$ cat src/rtl/clocks_pkg.sv
// Shared constants for the board clock-divider bank.
// Default half-periods assume a 100 MHz master clock.
package clocks_pkg;

  localparam int CNT_W_DEF = 28;

  localparam logic MODE_SQUARE = 1'b0;
  localparam logic MODE_PULSE  = 1'b1;

  localparam logic [CNT_W_DEF-1:0] HALF_FAST = 28'd500000;
  localparam logic [CNT_W_DEF-1:0] HALF_ADJ  = 28'd40000000;
  localparam logic [CNT_W_DEF-1:0] HALF_2HZ  = 28'd25000000;
  localparam logic [CNT_W_DEF-1:0] HALF_1HZ  = 28'd50000000;

  // ch0 sits in the least significant slice
  localparam logic [4*CNT_W_DEF-1:0] DEFAULT_HALF_BOARD =
    {HALF_1HZ, HALF_2HZ, HALF_ADJ, HALF_FAST};

endpackage

$ cat src/rtl/div_channel.sv
// One divider channel: counter, programmable half-period and mode,
// registered square/pulse output and terminal-count tick.
module div_channel
  import clocks_pkg::*;
#(
  parameter int               CNT_W    = CNT_W_DEF,
  parameter logic [CNT_W-1:0] RST_HALF = '0
) (
  input  logic             master_clock,
  input  logic             rst_n,
  input  logic             load,
  input  logic             sync,
  input  logic             en,
  input  logic [CNT_W-1:0] half_in,
  input  logic             mode_in,
  output logic             clk_out,
  output logic             tick
);

  logic [CNT_W-1:0] half;
  logic [CNT_W-1:0] cnt;
  logic             mode;
  logic             term;

  assign term = (cnt == half - 1'b1);

  always_ff @(posedge master_clock) begin
    if (!rst_n) begin
      half    <= RST_HALF;
      mode    <= MODE_SQUARE;
      cnt     <= '0;
      clk_out <= 1'b0;
      tick    <= 1'b0;
    end else begin
      if (load) begin
        half <= half_in;
        mode <= mode_in;
      end
      // a load or sync restarts the phase; half==0 parks the channel
      if (load || sync || half == '0) begin
        cnt     <= '0;
        clk_out <= 1'b0;
        tick    <= 1'b0;
      end else if (!en) begin
        tick <= 1'b0;
      end else if (term) begin
        cnt     <= '0;
        tick    <= 1'b1;
        clk_out <= (mode == MODE_PULSE) ? 1'b1 : ~clk_out;
      end else begin
        cnt  <= cnt + 1'b1;
        tick <= 1'b0;
        if (mode == MODE_PULSE) clk_out <= 1'b0;
      end
    end
  end

endmodule

$ cat src/rtl/clock_divider_bank.sv
// Bank of NUM_CH programmable clock dividers with global phase sync
// and an error strobe for writes to channels that do not exist.
module clock_divider_bank
  import clocks_pkg::*;
#(
  parameter int                        NUM_CH       = 4,
  parameter int                        CNT_W        = CNT_W_DEF,
  parameter int                        CH_W         = 2,
  parameter logic [NUM_CH*CNT_W-1:0]   DEFAULT_HALF = DEFAULT_HALF_BOARD,
  parameter int                        SIM_DIV      = 1
) (
  input  logic              master_clock,
  input  logic              rst_n,
  input  logic              in_valid,
  input  logic              cfg_we,
  input  logic [CH_W-1:0]   cfg_ch,
  input  logic [CNT_W-1:0]  cfg_half,
  input  logic              cfg_mode,
  input  logic              sync,
  output logic [NUM_CH-1:0] clk_out,
  output logic [NUM_CH-1:0] tick,
  output logic              cfg_err
);

  logic [NUM_CH-1:0] load;
  logic              bad_ch;

  // one extra bit so NUM_CH == 2**CH_W does not truncate to zero
  assign bad_ch = ({1'b0, cfg_ch} >= (CH_W+1)'(NUM_CH));

  for (genvar i = 0; i < NUM_CH; i++) begin : g_ch
    localparam logic [CNT_W-1:0] RH =
      CNT_W'(DEFAULT_HALF[i*CNT_W +: CNT_W] / SIM_DIV);

    assign load[i] = cfg_we && (cfg_ch == CH_W'(i));

    div_channel #(
      .CNT_W    (CNT_W),
      .RST_HALF (RH)
    ) u_ch (
      .master_clock (master_clock),
      .rst_n        (rst_n),
      .load         (load[i]),
      .sync         (sync),
      .en           (in_valid),
      .half_in      (cfg_half),
      .mode_in      (cfg_mode),
      .clk_out      (clk_out[i]),
      .tick         (tick[i])
    );
  end

  always_ff @(posedge master_clock) begin
    if (!rst_n) cfg_err <= 1'b0;
    else        cfg_err <= cfg_we && bad_ch;
  end

endmodule

$ cat config.mk
export PLATFORM = sky130hd
export DESIGN_NAME = clock_divider_bank
export DESIGN_NICKNAME = d
export VERILOG_FILES = /design/src/rtl/clocks_pkg.sv /design/src/rtl/div_channel.sv /design/src/rtl/clock_divider_bank.sv
export SDC_FILE = /design/constraint.sdc
export NUM_CORES = 1
export LEC_CHECK = 0
export ABC_AREA = 1
export BUFFER_PORTS_ARGS = -buffer_cell sky130_fd_sc_hd__buf_2
export CAP_MARGIN = 20
export CORE_ASPECT_RATIO = 1.2
export CORE_MARGIN = 1
export CORE_UTILIZATION = 50
export DETAILED_ROUTE_END_ITERATION = 10
export PLACE_DENSITY = 0.72
export SLEW_MARGIN = 20
export SYNTH_ARGS = -nofsm -noshare
export SYNTH_HDL_FRONTEND = slang
export SYNTH_SLANG_ARGS = --single-unit
$ cat constraint.sdc
create_clock -name master_clock -period 2.4 [get_ports master_clock]
set_input_delay 0 -clock master_clock [delete_from_list [all_inputs] [get_ports master_clock]]
set_output_delay 0 -clock master_clock [all_outputs]
set_load 0.05 [all_outputs]
-- After elaboration in Yosys (flattened, before gate mapping)
Cells that the tools add are included.
- register bits after elaboration: 236
- latch bits: 0
- bits in writable memories: 0
- bits in read-only memories: 0
- input port bits: 36
- output and inout bits: 9
- word-level logic and storage cells: 94
- memories kept: 0
- add/sub/neg operators: 8
- multiply operators: 0
- div/mod/pow operators: 0
- magnitude comparators: 0
- equality and inequality tests: 7
- shift-type cells: 0
- multiplexer cells: 20
- bitwise operators: 6
- reduce and logical (&&, ||, !) cells: 33
- operators by type and width (kind ; count):
    $add 28x1->28 const B ; 4
    $eq 28x28->1 ; 4
    $logic_not 28->1 ; 4
    $mux 28 ; 4
    $sub 28x1->28 const B ; 4
    $mux 1 ; 16
    $reduce_or 3->1 ; 4
    $logic_or 1x1->1 ; 8
    $reduce_and 2->1 ; 4
    $reduce_bool 2->1 ; 4
    $reduce_or 2->1 ; 4
    $not 1->1 ; 6
    $eq 2x2->1 const B ; 2
    $logic_and 1x1->1 ; 4
    $eq 2x1->1 const B ; 1
    $logic_not 2->1 ; 1

-- Depth between registers and ports, before layout
Gate-level depths: netlist of the first run.
- depth after elaboration: 5
- depth in mapped cells: 17
- depth with buffers taken out: 17

-- Cells and area by module
From an unflattened synthesis of the first run, not the netlist that was laid out.
- cell total of the unflattened synthesis: 2366
- area, all modules: 15277.2 um2
- by module, submodules not included (module ; times used ; cells each ; area each (um2) ; seq. area each (um2)):
    div_channel (g_ch[2].u_ch) ; 1 ; 589 ; 3818.7 ; 1181.1
    div_channel (g_ch[3].u_ch) ; 1 ; 590 ; 3814.9 ; 1181.1
    div_channel (g_ch[0].u_ch) ; 1 ; 588 ; 3807.4 ; 1181.1
    div_channel (g_ch[1].u_ch) ; 1 ; 589 ; 3794.9 ; 1181.1
    clock_divider_bank ; 1 ; 10 ; 41.3 ; 0.0

-- Least setup slack after synthesis of the first run
Ideal clock, no wire load.
- kind: register to register
- start point: register g_ch[3].u_ch.half[0]
- end point: register g_ch[3].u_ch.cnt[24]
- setup time: 115 ps
- arrival time: 1954 ps
- data required time: 2285 ps
- setup slack: 331 ps
- cell stages (with the launch flop): 17
- path buffers: 1
- period minus slack after synthesis: 2069 ps
- cell sequence: dfxtp_1 inv_1 ha_1 nand3_2 nor2_2 nand2_2 nor2_4 nand2_1 nand2_1 nand2_1 nor2_1 nand2_1 nor2_2 nand3_2 nand2_4 buf_6 nor2_1
- word-level cells in the longest chain between the ends: 3
- elaborated cells between the ends (all ways): 6
- RTL lines (what ; line ; source):
    start: declaration ; div_channel.sv:20 ; logic [CNT_W-1:0] half;
    start signal: assignment ; div_channel.sv:36 ; half <= half_in;
    $sub 28x1->28 / $logic_not 28->1 (equally long branches) ; div_channel.sv:25, div_channel.sv:40 ;
    $eq 28x28->1 / $logic_or 1x1->1 (equally long branches) ; div_channel.sv:25, div_channel.sv:40 ;
    $mux 28 / $reduce_or 2->1 (equally long branches) ; n/a ;
    end signal: assignment ; div_channel.sv:51 ; cnt <= cnt + 1'b1;
    end: declaration ; div_channel.sv:21 ; logic [CNT_W-1:0] cnt;
Parallel ways exist; a longest one is shown, timed or not.
A chain may end at the register's enable or synchronous reset.

-- Final worst setup path of the first run
- start point: register g_ch[2].u_ch.half[0]
- end point: register g_ch[2].u_ch.tick
- word-level cells in the longest chain between the ends: 3
- elaborated cells between the ends (all ways): 6
- RTL lines (what ; line ; source):
    start: declaration ; div_channel.sv:20 ;
    start signal: assignment ; div_channel.sv:36 ;
    $sub 28x1->28 / $logic_not 28->1 (equally long branches) ; div_channel.sv:25, div_channel.sv:40 ;
    $eq 28x28->1 / $logic_or 1x1->1 (equally long branches) ; div_channel.sv:25, div_channel.sv:40 ;
    $mux 1 / $reduce_or 3->1 (equally long branches) ; n/a ;
    end signal: assignment ; div_channel.sv:45 ; tick <= 1'b0;
    end signal: assignment ; div_channel.sv:48 ; tick <= 1'b1;
    end signal: assignment ; div_channel.sv:52 ; tick <= 1'b0;
    end: declaration ; div_channel.sv:17 ; output logic tick
Parallel ways exist; a longest one is shown, timed or not.

==> run metrics, run 1 <==
FF+latch count, synth=236; outcome=finished, final reports clean; ys async rst share=0; period utilisation layout=0.932; initial antenna violation count=0; actual slew at the worst max-slew pin=0.964 ns; Rel. slew slack=0.355; htree depth=1; area of the core=0.0282 mm²; VDD IR max=645 µV; post-synthesis cell area=0.0145 mm²; register area share after synthesis=0.326; dominant cells by area after synthesis=dfxtp_1 33%, nand2_1 15%, nor2_1 11%; FF-to-FF setup slack=0.16 ns; CP max FO=8; TritonCTS Sinks=236; Via Count=14.4k; Period minus WS final=2.24 ns; DRT Pass-1 Iters=6; post-DP HPWL=30000 µm; row count=67; WS Path Type=reg2reg; Clock Latency Late Sink=0.54 ns; worst r2r src=g_ch[2].u_ch.half[0]$_SDFFE_PN0P_; Worst Path Required=2.84 ns; clk_skew=0.0138 ns; first-pass GRT wire length=65100 µm; Die Area=0.0296 mm²; yosys warns=0; global route total overflow=0; met2 WL=20400 µm; critical path arrival=2.68 ns; synthesized area per cell=6.44 µm²; die height=188 µm; Final Core Density=0.593; CTS tree=yes; Clock Pin Slew Worst Setup and Hold Paths=0.06 ns; Min Hold Slack=0.0386 ns; fin. max-slew vios=0; IO Pins=45; crit path from=g_ch[2].u_ch.half[0]$_SDFFE_PN0P_; Port Buffers=43; Max Root-Sink Buffers=3; WL per Instance=15.1 µm; Mapped Cells=2249; Filler cells=2715; FMAX=0.447 GHz; final setup fails=0; Post-synth EDFFs=0; cts bufs inserted=26; R2R Path End=g_ch[2].u_ch.tick$_SDFF_PP0_; DRC viols=0; Synth cell types=44; vias in the first global route=13.6k; design area=0.0167 mm²; Critical Path Sink=g_ch[2].u_ch.tick$_SDFF_PP0_; pre-CTS WS=0.0124 ns; Root Buffer=clkbuf_16; most common flop cell mapped by yosys=dfxtp_1; Initial Utilization=0.514; Pwr per Cell Area=562 mW/mm²; startpoint types=flip-flop; placed cell area=0.0151 mm²; Fin. Hold Viols=0; Die Span X=157 µm; metal3 WL=2360 µm; final WL=41400 µm; total track usage=0.273; max-cap violations=0; largest area contributor in the netlist=dfxtp_1; layout cells sized above 1=0.107; initial detailed-routing violation count=879; gpl congestion=0.949; vias per inst=5.26; Highest Signal Layer=met4; post-synthesis net count=2293; DRT met1 WL=16800 µm; Hold Crit Class=in2reg; # nets final=2385; endpoint class of the critical path=flip-flop; Yosys top cell area share=0.326; area grow syn2layout=15.4%; leakage=0.00693 µW; setup ws final=0.164 ns; Setup Total Neg Slack=0 ns; largest net degree at the start of global routing=107; r2r worst-path depth=11; Antenna Violating Nets Remaining=0; # diodes=0
==> worst min-delay path by stage <==
stage	from	end	slack (ns)	depth (start not counted)
floorplan	cfg_half[13]	g_ch[0].u_ch.half[13]$_SDFFE_PN1P_	0.11	2
global placement	cfg_half[14]	g_ch[3].u_ch.half[14]$_SDFFE_PN1P_	0.31	3
detailed placement	cfg_half[14]	g_ch[3].u_ch.half[14]$_SDFFE_PN1P_	0.32	3
CTS	cfg_ch[0]	g_ch[2].u_ch.half[22]$_SDFFE_PN1P_	0.02	5
global route	cfg_ch[0]	g_ch[2].u_ch.half[22]$_SDFFE_PN1P_	0.06	5
finish	cfg_ch[0]	g_ch[2].u_ch.half[21]$_SDFFE_PN1P_	0.04	5
==> cell type report <==
| cell class | count | area, µm² | share of cell area |
|---|---|---|---|
| clock buffer | 37 | 753 | 0.0451 |
| clock inverter | 11 | 108 | 0.00644 |
| inverter | 235 | 882 | 0.0528 |
| multi-input combinational | 1729 | 8930 | 0.534 |
| sequential | 236 | 4730 | 0.283 |
| tap | 379 | 474 | 0.0284 |
| timing repair buffer | 113 | 836 | 0.0500 |
==> report_power, final <==
part	switching (µW)	internal, µW
Sequential	128	4020
Combinational	774	433
Clock	1650	2390
==> layout by cell type, fill, tap and decap left out, types with 21 or more instances in the layout <==
cell type,count
inv_1,226
xor2_1,115
clkbuf_16,27
nor2_2,43
o21ai_0,110
nor2_1,400
a21oi_1,73
nand2_1,564
dfxtp_1,233
buf_4,36
nand3_1,144
dlygate4sd3_1,33
nor3_1,33
xnor2_1,68
buf_2,43
nand4_1,41
nor2_4,21
==> kinds of logic (layout without fill, tap and decap cells) <==
group	Yosys count	in the layout	share of synthesized area
simple gates	1321	1332	0.397
buf+inv	295	396	0.0845
flops	236	236	0.326
compound gates	205	205	0.0741
xor+xnor	183	183	0.111
fa+ha+maj	8	8	0.00691
other cells	1	1	0.000259
==> per-stage QoR <==
stage                     power (µW)  cells
after detailed placement        5260   2640
after CTS                       9340   2721
after global placement          5240   2640
final                           9400   2740
after floorplan                 4960   2249
after global routing            9780   2740
==> worst max-delay path: stages, from the launching register on <==
cell	delay [ns]
dfxtp_1	0.34
inv_2	0.08
ha_4	0.18
nand3_2	0.10
nor2_4	0.08
nand2_4	0.08
nor2_2	0.04
nand3_1	0.06
nand2_1	0.05
nor2_1	0.72
inv_1	0.14
nor2_1	0.26
==> flip-flops by register name, summed over array words and instances, names as in the netlist <==
register and flops:
g_ch.u_ch.half 112, g_ch.u_ch.tick 4, g_ch.u_ch.clk_out 4, g_ch.u_ch.mode 4
g_ch.u_ch.cnt 112
==> synth_stat cells, types with 3 or more instances <==
| cell | number |
|---|---|
| nor4_1 | 14 |
| o21bai_1 | 9 |
| xnor2_1 | 68 |
| nand2_1 | 569 |
| nor3_1 | 35 |
| inv_1 | 230 |
| nand3b_1 | 17 |
| buf_6 | 6 |
| ha_1 | 8 |
| nor2_2 | 35 |
| o21ai_0 | 111 |
| inv_2 | 5 |
| o211ai_1 | 6 |
| nand2_2 | 3 |
| xor2_1 | 115 |
| nor2_1 | 417 |
| nand2_4 | 5 |
| nand3_2 | 14 |
| dfxtp_1 | 236 |
| buf_4 | 11 |
| nand3_1 | 145 |
| clkbuf_1 | 38 |
| or2_2 | 7 |
| a21oi_1 | 73 |
| nand4_1 | 41 |
| nor2_4 | 10 |
==> what timing repair did <==
action | in CTS | in global routing
pin swaps | 0 | 23
hold endpoints to repair | 121 | 0
hold buffers | 33 | 0
setup buffers | 0 | 8
gates resized for setup | 1 | 67
gates cloned | 0 | 11
endpoints found under the setup margin | 21 | 115
==> routing by layer <==
metal  GRT usage  up-vias
li1            -     7289
met1       0.318     6574
met2       0.492      412
met3      0.0350      126
met4       0.122        0
met5           0        -
No activity file was read; power rests on OpenSTA's default activity.
==> inputs of run 2 (changes only) <==
Settings changed: CORE_MARGIN 1 to 3.
==> run 2 against run 1 <==
Flip-flop and latch count is the same. Setup slack lost 0.024 ns. Core utilization shrank 0.24 points. Final cell count shrank 0.11%. Fmax shrank 1.1%. Routed wire length shrank 0.17%. Combinational power is essentially flat. Clock power grew 3%. Non-clock buffer count shrank 7. Total power grew 0.87%. Clock skew grew 0.015 ns. Critical endpoint is now g_ch[1].u_ch.tick$_SDFF_PP0_. Largest power group unchanged. Highest routed layer unchanged.
==> run metrics, run 2 (synthesized netlist as in run 1, its figures left out) <==
Fin. Hold Viols=0; Min Hold Slack=0.0937 ns; leakage=0.00690 µW; Clock Latency Late Sink=0.55 ns; WS Path Type=reg2reg; IO Pins=45; Max Root-Sink Buffers=3; critical path arrival=2.71 ns; Worst Path Required=2.85 ns; Initial Utilization=0.513; post-DP HPWL=30200 µm; cts bufs inserted=26; Clock Pin Slew Worst Setup and Hold Paths=0.06 ns; actual slew at the worst max-slew pin=0.958 ns; RSZ-0062 raised after global routing=yes; Antenna Violating Nets Remaining=0; Port Buffers=43; gpl congestion=0.882; total track usage=0.257; VDD IR max=763 µV; clk_skew=0.0284 ns; initial antenna violation count=2; placed cell area=0.0151 mm²; Period minus WS final=2.26 ns; period utilisation layout=0.942; # nets final=2379; pre-CTS WS=-0.00526 ns; vias per inst=5.21; Die Span X=161 µm; endpoint class of the critical path=flip-flop; slowest cell on the critical path=dfxtp_1; Rel. slew slack=0.361; Hold Crit Class=in2reg; final setup fails=0; Root Buffer=clkbuf_16; worst path cell trace=inv_1 -> buf_4 -> nand3_4 -> nor2_4 -> nand3_2 -> nor2_1 -> xor2_1 -> nand2_1 -> nor2_4 -> nand4_4 -> buf_4 -> nor2_1; layout cells sized above 1=0.104; initial detailed-routing violation count=861; outcome=finished, final reports clean; setup ws final=0.139 ns; die height=192 µm; FMAX=0.442 GHz; first-pass GRT wire length=65900 µm; area of the core=0.0283 mm²; TritonCTS Sinks=236; CTS tree=yes; global route total overflow=0; fin. max-slew vios=0; final WL=41300 µm; WL per Instance=15.1 µm; row count=67; biggest regs=g_ch.u_ch.cnt x112, g_ch.u_ch.half x112; largest net degree at the start of global routing=107; Largest stage delay, worst path=0.33 ns; Via Count=14.3k; htree depth=1; DRC viols=0; Pwr per Cell Area=568 mW/mm²; most common cell after layout, fill and taps aside=nand2_1; max-cap violations=0; area grow syn2layout=15.3%; commonest non-fill, non-tap cells in the layout=564 x nand2_1, 400 x nor2_1, 236 x dfxtp_1; DRT Pass-1 Iters=5; vias in the first global route=13.6k; CP max FO=6; Die Area=0.0310 mm²; startpoint types=flip-flop; design area=0.0167 mm²
-- run 2: changes by cell type in the layout (fill, tap and decap cells not counted), sizes merged --
cell / delta
buf: -6
bufinv: +1
clkbuf: -1
clkinv: -2
clkinvlp: +1
diode: +3
dlygate4sd3: -1
inv: +1
nand2: +1
-- run 2: where the power goes --
group	leakage (µW)	switching, µW	total, µW	internal (µW)
clock network	0.000432	1670	4150	2480
logic	0.00456	767	1180	409
registers	0.00192	129	4150	4020
-- run 2: path summary, 6_finish.rpt --
kind                                          start                                 end  slack (ns)  depth (start not counted)
hold / removal                            cfg_ch[0]  g_ch[1].u_ch.half[25]$_SDFFE_PN1P_        0.09                          6
setup / recovery  g_ch[1].u_ch.half[0]$_SDFFE_PN0P_        g_ch[1].u_ch.tick$_SDFF_PP0_        0.14                         12
hold reg to reg      g_ch[3].u_ch.mode$_SDFFE_PN0P_      g_ch[3].u_ch.mode$_SDFFE_PN0P_        0.45                          2
setup reg to reg  g_ch[1].u_ch.half[0]$_SDFFE_PN0P_        g_ch[1].u_ch.tick$_SDFF_PP0_        0.14                         12
-- run 2: what timing repair did --
item	CTS	global route
cloned	0	12
resized for setup	2	61
hold endpoints to repair	119	0
setup endpoints to repair	26	114
pin swaps	0	20
hold buffers	32	0
buffers inserted	0	3
-- run 2: worst max-delay path: cells and delay by family (launching register included) --
kind,cells,cell delay [ns]
simple gates,8,1.22
buf+inv,3,0.49
flops,1,0.33
xor+xnor,1,0.15
-- run 2: layer usage --
| metal | part of all wire | track usage | vias up |
|---|---|---|---|
| met2 | 0.50 | 0.470 | 345 |
| met1 | 0.41 | 0.299 | 6538 |
| met3 | 0.054 | 0.0386 | 94 |
| met5 | 0 | 0 | - |
| li1 | - | - | 7289 |
| met4 | 0.038 | 0.107 | 0 |
-- run 2: area by class of cell --
cell class	count	area, µm²
Clock buffer	36	739
Antenna cell	3	7.51
Tap cell	379	474
Fill cell	2671	11600
Clock inverter	12	148
Sequential cell	236	4720
Inverter	235	882
Multi-Input combinational cell	1730	8940
Timing Repair Buffer	106	781
-- run 2: per-stage QoR --
step / power (µW) / cells / util / setup TNS, ns
after floorplan: 4960 / 2249 / - / 0
after global placement: 5240 / 2639 / 0.533 / 0
after detailed placement: 5260 / 2639 / 0.533 / -0.0153
after CTS: 9450 / 2719 / 0.576 / 0
after global routing: 9870 / 2734 / 0.591 / -0.708
final: 9480 / 2737 / 0.591 / 0
